### src/rtl/pc_trace_monitor.sv
// pc_trace_monitor: records every change of the processor PC together with a
// 16-bit cycle stamp into a show-ahead FIFO read through a ready/valid port.
// Also flags long fetch stalls and counts entries dropped while the FIFO is full.
module pc_trace_monitor #(
    parameter int unsigned WIDTH       = 64,
    parameter int unsigned DEPTH       = 16,
    parameter int unsigned STALL_LIMIT = 8
) (
    input  logic                     clk,
    input  logic                     reset_n,
    input  logic [WIDTH-1:0]         pc_in,
    input  logic                     clear,
    input  logic                     trace_ready,
    output logic                     trace_valid,
    output logic [WIDTH-1:0]         trace_pc,
    output logic [15:0]              trace_cycle,
    output logic [$clog2(DEPTH):0]   count,
    output logic                     overflow,
    output logic [7:0]               drop_count,
    output logic                     stall
);

    localparam int unsigned AW = $clog2(DEPTH);
    localparam int unsigned CW = AW + 1;
    localparam int unsigned SW = $clog2(STALL_LIMIT + 1);
    localparam logic [CW-1:0] FULL_CNT  = CW'(DEPTH);
    localparam logic [SW-1:0] STALL_MAX = SW'(STALL_LIMIT);

    // Entry storage; only the occupied slots are ever observed, so no reset.
    logic [WIDTH-1:0] pc_mem_q  [DEPTH];
    logic [15:0]      cyc_mem_q [DEPTH];

    logic             primed_q,   primed_d;
    logic [WIDTH-1:0] prev_pc_q,  prev_pc_d;
    logic [15:0]      cyc_q,      cyc_d;
    logic [SW-1:0]    same_cnt_q, same_cnt_d;
    logic             stall_q,    stall_d;
    logic [AW-1:0]    wr_ptr_q,   wr_ptr_d;
    logic [AW-1:0]    rd_ptr_q,   rd_ptr_d;
    logic [CW-1:0]    count_q,    count_d;
    logic             overflow_q, overflow_d;
    logic [7:0]       drop_cnt_q, drop_cnt_d;

    logic change, push_req, pop, full, push_ok, drop, we;

    // Capture, FIFO bookkeeping and stall tracking for the coming edge.
    always_comb begin
        change   = (pc_in != prev_pc_q);
        push_req = !primed_q || change;
        pop      = (count_q != '0) && trace_ready;
        full     = (count_q == FULL_CNT);
        // A pop on the same edge frees the slot the new entry needs.
        push_ok  = push_req && (!full || pop);
        drop     = push_req && full && !pop;

        primed_d   = 1'b1;
        prev_pc_d  = pc_in;
        cyc_d      = cyc_q + 16'd1;
        wr_ptr_d   = wr_ptr_q;
        rd_ptr_d   = rd_ptr_q;
        count_d    = count_q;
        overflow_d = overflow_q;
        drop_cnt_d = drop_cnt_q;
        we         = 1'b0;

        if (change)
            same_cnt_d = '0;
        else if (same_cnt_q == STALL_MAX)
            same_cnt_d = same_cnt_q;
        else
            same_cnt_d = same_cnt_q + 1'b1;
        stall_d = primed_d && (same_cnt_d >= STALL_MAX);

        if (clear) begin
            wr_ptr_d   = '0;
            rd_ptr_d   = '0;
            count_d    = '0;
            overflow_d = 1'b0;
            drop_cnt_d = '0;
        end else begin
            we = push_ok;
            if (push_ok) wr_ptr_d = wr_ptr_q + 1'b1;
            if (pop)     rd_ptr_d = rd_ptr_q + 1'b1;
            case ({push_ok, pop})
                2'b10:   count_d = count_q + 1'b1;
                2'b01:   count_d = count_q - 1'b1;
                default: count_d = count_q;
            endcase
            if (drop) begin
                overflow_d = 1'b1;
                if (drop_cnt_q != 8'hFF) drop_cnt_d = drop_cnt_q + 8'd1;
            end
        end
    end

    // State registers with asynchronous active-low reset.
    always_ff @(posedge clk or negedge reset_n) begin
        if (!reset_n) begin
            primed_q   <= 1'b0;
            prev_pc_q  <= '0;
            cyc_q      <= '0;
            same_cnt_q <= '0;
            stall_q    <= 1'b0;
            wr_ptr_q   <= '0;
            rd_ptr_q   <= '0;
            count_q    <= '0;
            overflow_q <= 1'b0;
            drop_cnt_q <= '0;
        end else begin
            primed_q   <= primed_d;
            prev_pc_q  <= prev_pc_d;
            cyc_q      <= cyc_d;
            same_cnt_q <= same_cnt_d;
            stall_q    <= stall_d;
            wr_ptr_q   <= wr_ptr_d;
            rd_ptr_q   <= rd_ptr_d;
            count_q    <= count_d;
            overflow_q <= overflow_d;
            drop_cnt_q <= drop_cnt_d;
        end
    end

    // Entry write port, stamped with the cycle of the capturing edge.
    always_ff @(posedge clk) begin
        if (we) begin
            pc_mem_q[wr_ptr_q]  <= pc_in;
            cyc_mem_q[wr_ptr_q] <= cyc_q;
        end
    end

    // Head entry is forced to zero while empty so reset/clear show all-zero outputs.
    assign trace_valid = (count_q != '0);
    assign trace_pc    = trace_valid ? pc_mem_q[rd_ptr_q]  : '0;
    assign trace_cycle = trace_valid ? cyc_mem_q[rd_ptr_q] : '0;
    assign count       = count_q;
    assign overflow    = overflow_q;
    assign drop_count  = drop_cnt_q;
    assign stall       = stall_q;

endmodule

### config.mk
export PLATFORM = sky130hd
export DESIGN_NAME = pc_trace_monitor
export DESIGN_NICKNAME = d
export VERILOG_FILES = /design/src/rtl/pc_trace_monitor.sv
export SDC_FILE = /design/constraint.sdc
export NUM_CORES = 1
export LEC_CHECK = 0
export CORE_AREA = 2 2 425 427
export DETAILED_ROUTE_END_ITERATION = 16
export DIE_AREA = 0 0 427 429
export GPL_ROUTABILITY_DRIVEN = 1
export SETUP_SLACK_MARGIN = 0.02
export SYNTH_ARGS = -nofsm -noshare
export SYNTH_HDL_FRONTEND = slang
export SYNTH_SLANG_ARGS = --single-unit
### constraint.sdc
create_clock -name clk -period 11.2 [get_ports clk]
set_input_delay 2.24 -clock clk [delete_from_list [all_inputs] [get_ports clk]]
set_output_delay 2.24 -clock clk [all_outputs]
set_load 0.02 [all_outputs]
* Word level (Yosys, flattened, before mapping)
Memories as Yosys holds them, arrays and structs flattened. Cells that the tools add are included.
Cells by class: add/sub/neg operators 7, $mul 0, divide/modulo/power cells 0, $lt $le $gt $ge 1, equality and inequality tests 6, shift-type cells 0, muxes and demuxes 18, bitwise logic cells 0, reduce and logical (&&, ||, !) cells 16
Operators with widths (number):
- 64-bit 2-to-1 mux | 1
- 64-bit inequality test | 1
- 4-bit 2-to-1 mux | 6
- 8-bit 2-to-1 mux | 3
- 16-bit by 1-bit adder with 16-bit output (second input constant) | 1
- 16-bit 2-to-1 mux | 1
- 4-bit by 1-bit adder with 4-bit output (second input constant) | 3
- 5-bit case mux with 2 select lines | 1
- 8-bit by 1-bit adder with 8-bit output (second input constant) | 1
- 8-bit inequality test (second input constant) | 1
- 2-bit nonzero test | 4
- 5-bit by 1-bit adder with 5-bit output (second input constant) | 1
- 5-bit == test (second input constant) | 1
- 1-bit 2-to-1 mux | 5
- 5-bit 2-to-1 mux | 1
- 5-bit nonzero test | 1
- 5-bit by 1-bit subtractor with 5-bit output (second input constant) | 1
- 4-bit == test (second input constant) | 1
- 4-bit greater-or-equal comparator (second input constant) | 1
- 1-bit logical AND | 4
- 1-bit logical NOT | 3
- 3-bit nonzero test | 1
- 2-bit by 1-bit == test with 1-bit output (second input constant) | 1
- 2-bit == test (second input constant) | 1
- 2 further kinds | 3
Word-level totals: register bits after elaboration 108, bits in latches 0, bits in writable memories 1280, memory bits (read-only) 0, input bits 68, output and inout bits 96, logic and storage cells 60, memories kept 2
Memory list:
- pc_mem_q | depth 16, width 64, rd ports 1, clocked after memory_dff 0, wr ports 1, RTL line 30 | logic [WIDTH-1:0] pc_mem_q [DEPTH];
- cyc_mem_q | depth 16, width 16, rd ports 1, clocked after memory_dff 0, wr ports 1, RTL line 31 | logic [15:0] cyc_mem_q [DEPTH];

* Longest topological paths before layout
depth after elaboration 7, gate-level depth with buffers 16, gate-level depth less buffers 14

* Worst setup path before layout
No wires, ideal clock.
path type input-to-reg, start point in pc_in[39], end point mem cyc_mem_q[1][0], enable pin, setup time 0.743 ns, arrival time 11.289 ns, data required time 10.457 ns, path slack -0.832 ns, stages on the path 7, path buffers 0, cells stage by stage xnor2_1 -> nand4_1 -> nor4_1 -> and4_2 -> nand2_2 -> o21ai_1 -> nor4b_1
On the way: cells in the longest elaborated chain, start to end 6
Ends and longest elaborated chain:
- start, declared | RTL line 11 | input logic [WIDTH-1:0] pc_in,
- 64-bit inequality test | RTL line 48 | change = (pc_in != prev_pc_q);
- 1-bit logical OR | RTL line 49 | push_req = !primed_q || change;
- 1-bit logical AND | RTL line 53 | push_ok = push_req && (!full || pop);
- 1-bit 2-to-1 mux | RTL line 74 | if (clear) begin
- 1-bit 2-to-1 mux | RTL line 125 | if (we) begin
- 1-bit 2-to-1 mux (implied by the code) | RTL line 127 | cyc_mem_q[wr_ptr_q] <= cyc_q;
- end, declared | RTL line 31
Every way passes these cells.

* Final worst setup path
start point reg rd_ptr_q[2], end point out trace_pc[32]
On the way: cells in the longest elaborated chain, start to end 2
Ends and longest elaborated chain:
- start, declared | RTL line 39 | logic [AW-1:0] rd_ptr_q, rd_ptr_d;
- start signal, assigned | RTL line 116 | rd_ptr_q <= rd_ptr_d;
- memory 16 x 64 bit
- 64-bit 2-to-1 mux | RTL line 133 | assign trace_pc = trace_valid ? pc_mem_q[rd_ptr_q] : '0;
- end, declared | RTL line 15 | output logic [WIDTH-1:0] trace_pc,
Every way passes these cells.

==> flow_metrics.env <==
export IMPL_avgSynthCellArea_sq_um=23.64
export IMPL_criticalPathCategory="flop to output pin"
export IMPL_yosys_register_bits=1388
export IMPL_drtIter0Drc=2053
export IMPL_synthTopCellsByArea="edfxtp_1 72%, mux4_2 17%, dfrtp_1 5.1%"
export IMPL_antenna_found_initial=14
export IMPL_clk_latency_ns=0.76
export IMPL_cp_max_fo=36
export IMPL_drt_pass1_iterations=5
export IMPL_power_density_nw_per_um2=190.6
export IMPL_pwr_share_comb_pct=12.7
export IMPL_max_cap_violations=0
export IMPL_ant_nets=0
export IMPL_place_detailed_hpwl_microns=66820
export IMPL_hold_class="flop to flop"
export IMPL_cts_buffers=142
export IMPL_via_per_inst=4.741
export IMPL_grt_overflow_total=0
export IMPL_place_congestion=0.7204
export IMPL_cts_resized=0
export IMPL_fin_worst_skew_ns=0.02709
export IMPL_power_leakage_uw=0.01902
export IMPL_final_layout_size_suffix_gt1_share_pct=26.94
export IMPL_synth_flop_cell="edfxtp_1"
export IMPL_grt_pass1_wl_microns=174500
export IMPL_arrival_ns=4.48
export IMPL_worstSetupEndpointType="output pin"
export IMPL_yosysTopAreaCell="edfxtp_1"
export IMPL_floorplan_rows=155
export IMPL_vias=23678
export IMPL_syn_inst=2250
export IMPL_htreeDepth=4
export IMPL_hold_buffers=0
export IMPL_total_power_uw=11910
export IMPL_synth_edff_count=1280
export IMPL_ys_warnings_count=0
export IMPL_cts_path_max_buffers=3
export IMPL_avgRoutedWirePerCell_microns=23.96
export IMPL_required_ns=8.96
export IMPL_fin_util_pct=35.08
export IMPL_area_growth_pct=17.42
export IMPL_syn_nets=2331
export IMPL_cts_root_buf="clkbuf_16"
export IMPL_ys_seq_area_share_pct=77.35
export IMPL_p_int_uw=9155
export IMPL_yosys_cell_types_count=48
export IMPL_p_switching_uw=2752
export IMPL_synthArstFlopShare_pct=7.781
export IMPL_final_net_count=2601
export IMPL_pin_count=164
export IMPL_tightestPinTransition_ns=1.180
export IMPL_slew_headroom_pct=21.32
export IMPL_cts_setup_buffers=0
export IMPL_die_area_sq_um=183200
export IMPL_fp_dieH_microns=429
export IMPL_num_fill_cells=16267
export IMPL_grt_pass1_vias=24637
export IMPL_ir_drop_mv=0.1073
export IMPL_start_util_pct=29.87
export IMPL_p_seq_share_pct=48.6
export IMPL_die_w_microns=427
export IMPL_fp_coreArea_sq_um=178000
export IMPL_grt_util_all_layers_pct=13.04
export IMPL_clkSlewWorstSetupHoldPaths_ns=0.06
export IMPL_grt_max_degree=125
export IMPL_synth_top_cell_area_share_pct=72.27
export IMPL_synth_area_sq_um=53190
export IMPL_outcome="finished clean"
export IMPL_min_period_ns=6.716
export IMPL_portBuffers=163
export IMPL_cts_tree="yes"
export IMPL_slew_viol_final=0
export IMPL_route_detailed_drc=0
export IMPL_startpoint_type="flop"
export IMPL_cts_sinks=1388
export IMPL_fmax_ghz=0.1489
export IMPL_wl_microns=119700
export IMPL_hold_viol_final=0
export IMPL_p_sw_share_pct=23.11
export IMPL_setup_viol=0
export IMPL_fin_crit_sh_pct=59.96
export IMPL_rsz0062_at_grt="false"
export IMPL_p_clk_share_pct=38.7
power groups by stage:
stage | Sequential, uW | Combinational [uW] | Clock, uW
after global routing | 5790 | 1620 | 4910
after global placement | 5890 | 1570 | 0
after detailed placement | 5900 | 1570 | 0
final | 5790 | 1510 | 4610
after CTS | 5790 | 1570 | 4720
after floorplan | 5880 | 1010 | 0
final cells by class:
class,instances,area (sq um),share of cell area [%]
sequential,1388,41150,65.90
antenna,4,10.01,0.01603
inverter,15,58.81,0.09416
clock buffer,195,4041,6.471
multi-input combinational,741,11510,18.44
tap,2355,2947,4.718
clock inverter,64,526.8,0.8434
timing repair buffer,232,2201,3.524
metal layers:
layer	global-route usage [%]	vias up	wire (microns)
met2	21.68	621	60200
met1	17.04	12845	49840
li1	-	10026	-
met5	0	-	81
met4	3.683	10	2867
met3	3.004	176	6670
logic make-up after synthesis:
logic type / count (synthesis) / share of synthesized area, %
multiplexers: 406 / 17.06
adder cells (fa/ha/maj): 13 / 0.3199
other: 1 / 0.007051
buffers and inverters: 121 / 1.195
AND/OR/NAND/NOR: 199 / 2.240
flip-flops: 1388 / 77.35
XOR/XNOR: 88 / 1.449
AO/OA/AOI/OAI: 34 / 0.3858
critical path, stage by stage, from the launching register on:
cell and delay (ns):
dfrtp_4 0.99, buf_4 0.60, buf_4 0.63, mux4_2 0.64, and2_1 0.24, clkdlybuf4s50_1 0.57
cells in the mapped netlist (2+ instances only):
library cell     n
o21ai_1          7
xor2_1           6
nor4b_1          4
mux2i_1          4
edfxtp_1      1280
nor4_1          11
inv_1           14
nand3b_1         3
mux2_1           2
nor3_1           6
a31oi_1          2
or3_1            3
nand3_1         16
clkbuf_1        55
nand2_1          8
o21ai_0          4
buf_1           10
mux4_2         400
and2_1          82
ha_1            12
and3_1           7
xnor2_1         82
buf_6           12
nand4_1         22
buf_2            8
nor2b_1          3
buf_4           21
nor2_1          20
a21oi_1         13
a21o_1           3
nand2b_1         6
dfrtp_1        108
flip-flops by register name, summed over array words and instances (netlist names), 4 cells and up:
| name | cells |
|---|---|
| count | 5 |
| wr_ptr_q | 4 |
| drop_count | 8 |
| prev_pc_q | 64 |
| cyc_mem_q | 256 |
| cyc_q | 16 |
| pc_mem_q | 1024 |
| same_cnt_q | 4 |
| rd_ptr_q | 4 |
per-stage QoR:
step	instance area (sq um)	hold WS [ns]	setup TNS (ns)	setup WS, ns	instances
3_5_place_dp	57880	0.5731	0	3.852	4731
6_report	62450	0.5801	0	4.484	4994
5_1_grt	62440	0.6234	0	4.163	4990
2_1_floorplan	53190	0.5201	-364.44	-0.8315	2250
4_1_cts	62440	0.5791	0	4.256	4990
3_3_place_gp	57880	0.5555	0	3.870	4731
layout by cell type (no fill, tap or decap), drive strengths merged, types with 13 or more instances in the layout:
| master | instances |
|---|---|
| nand3 | 16 |
| inv | 20 |
| edfxtp | 1280 |
| dfrtp | 108 |
| xnor2 | 82 |
| nand4 | 22 |
| clkbuf | 195 |
| nor2 | 21 |
| clkinv | 50 |
| a21oi | 13 |
| mux4 | 400 |
| clkdlybuf4s50 | 162 |
| and2 | 82 |
| buf | 70 |
path summary, 6_finish.rpt:
| check | from | slack [ns] | end | depth (start not counted) |
|---|---|---|---|---|
| worst max register to register | prev_pc_q[18]$_DFF_PN0_ | 6.80 | pc_mem_q[3][9]$_DFFE_PP_ | 9 |
| max in group asynchronous | reset_n | 8.46 | prev_pc_q[43]$_DFF_PN0_ | 2 |
| worst min-delay path | same_cnt_q[2]$_DFF_PN0_ | 0.58 | same_cnt_q[2]$_DFF_PN0_ | 2 |
| worst min register to register | same_cnt_q[2]$_DFF_PN0_ | 0.58 | same_cnt_q[2]$_DFF_PN0_ | 2 |
| worst max-delay path | rd_ptr_q[2]$_DFFE_PN0P_ | 4.48 | trace_pc[32] | 5 |
| min in group asynchronous | reset_n | 1.53 | drop_count[4]$_DFFE_PN0P_ | 1 |
Note: power is estimated with default switching activity, not from simulation.
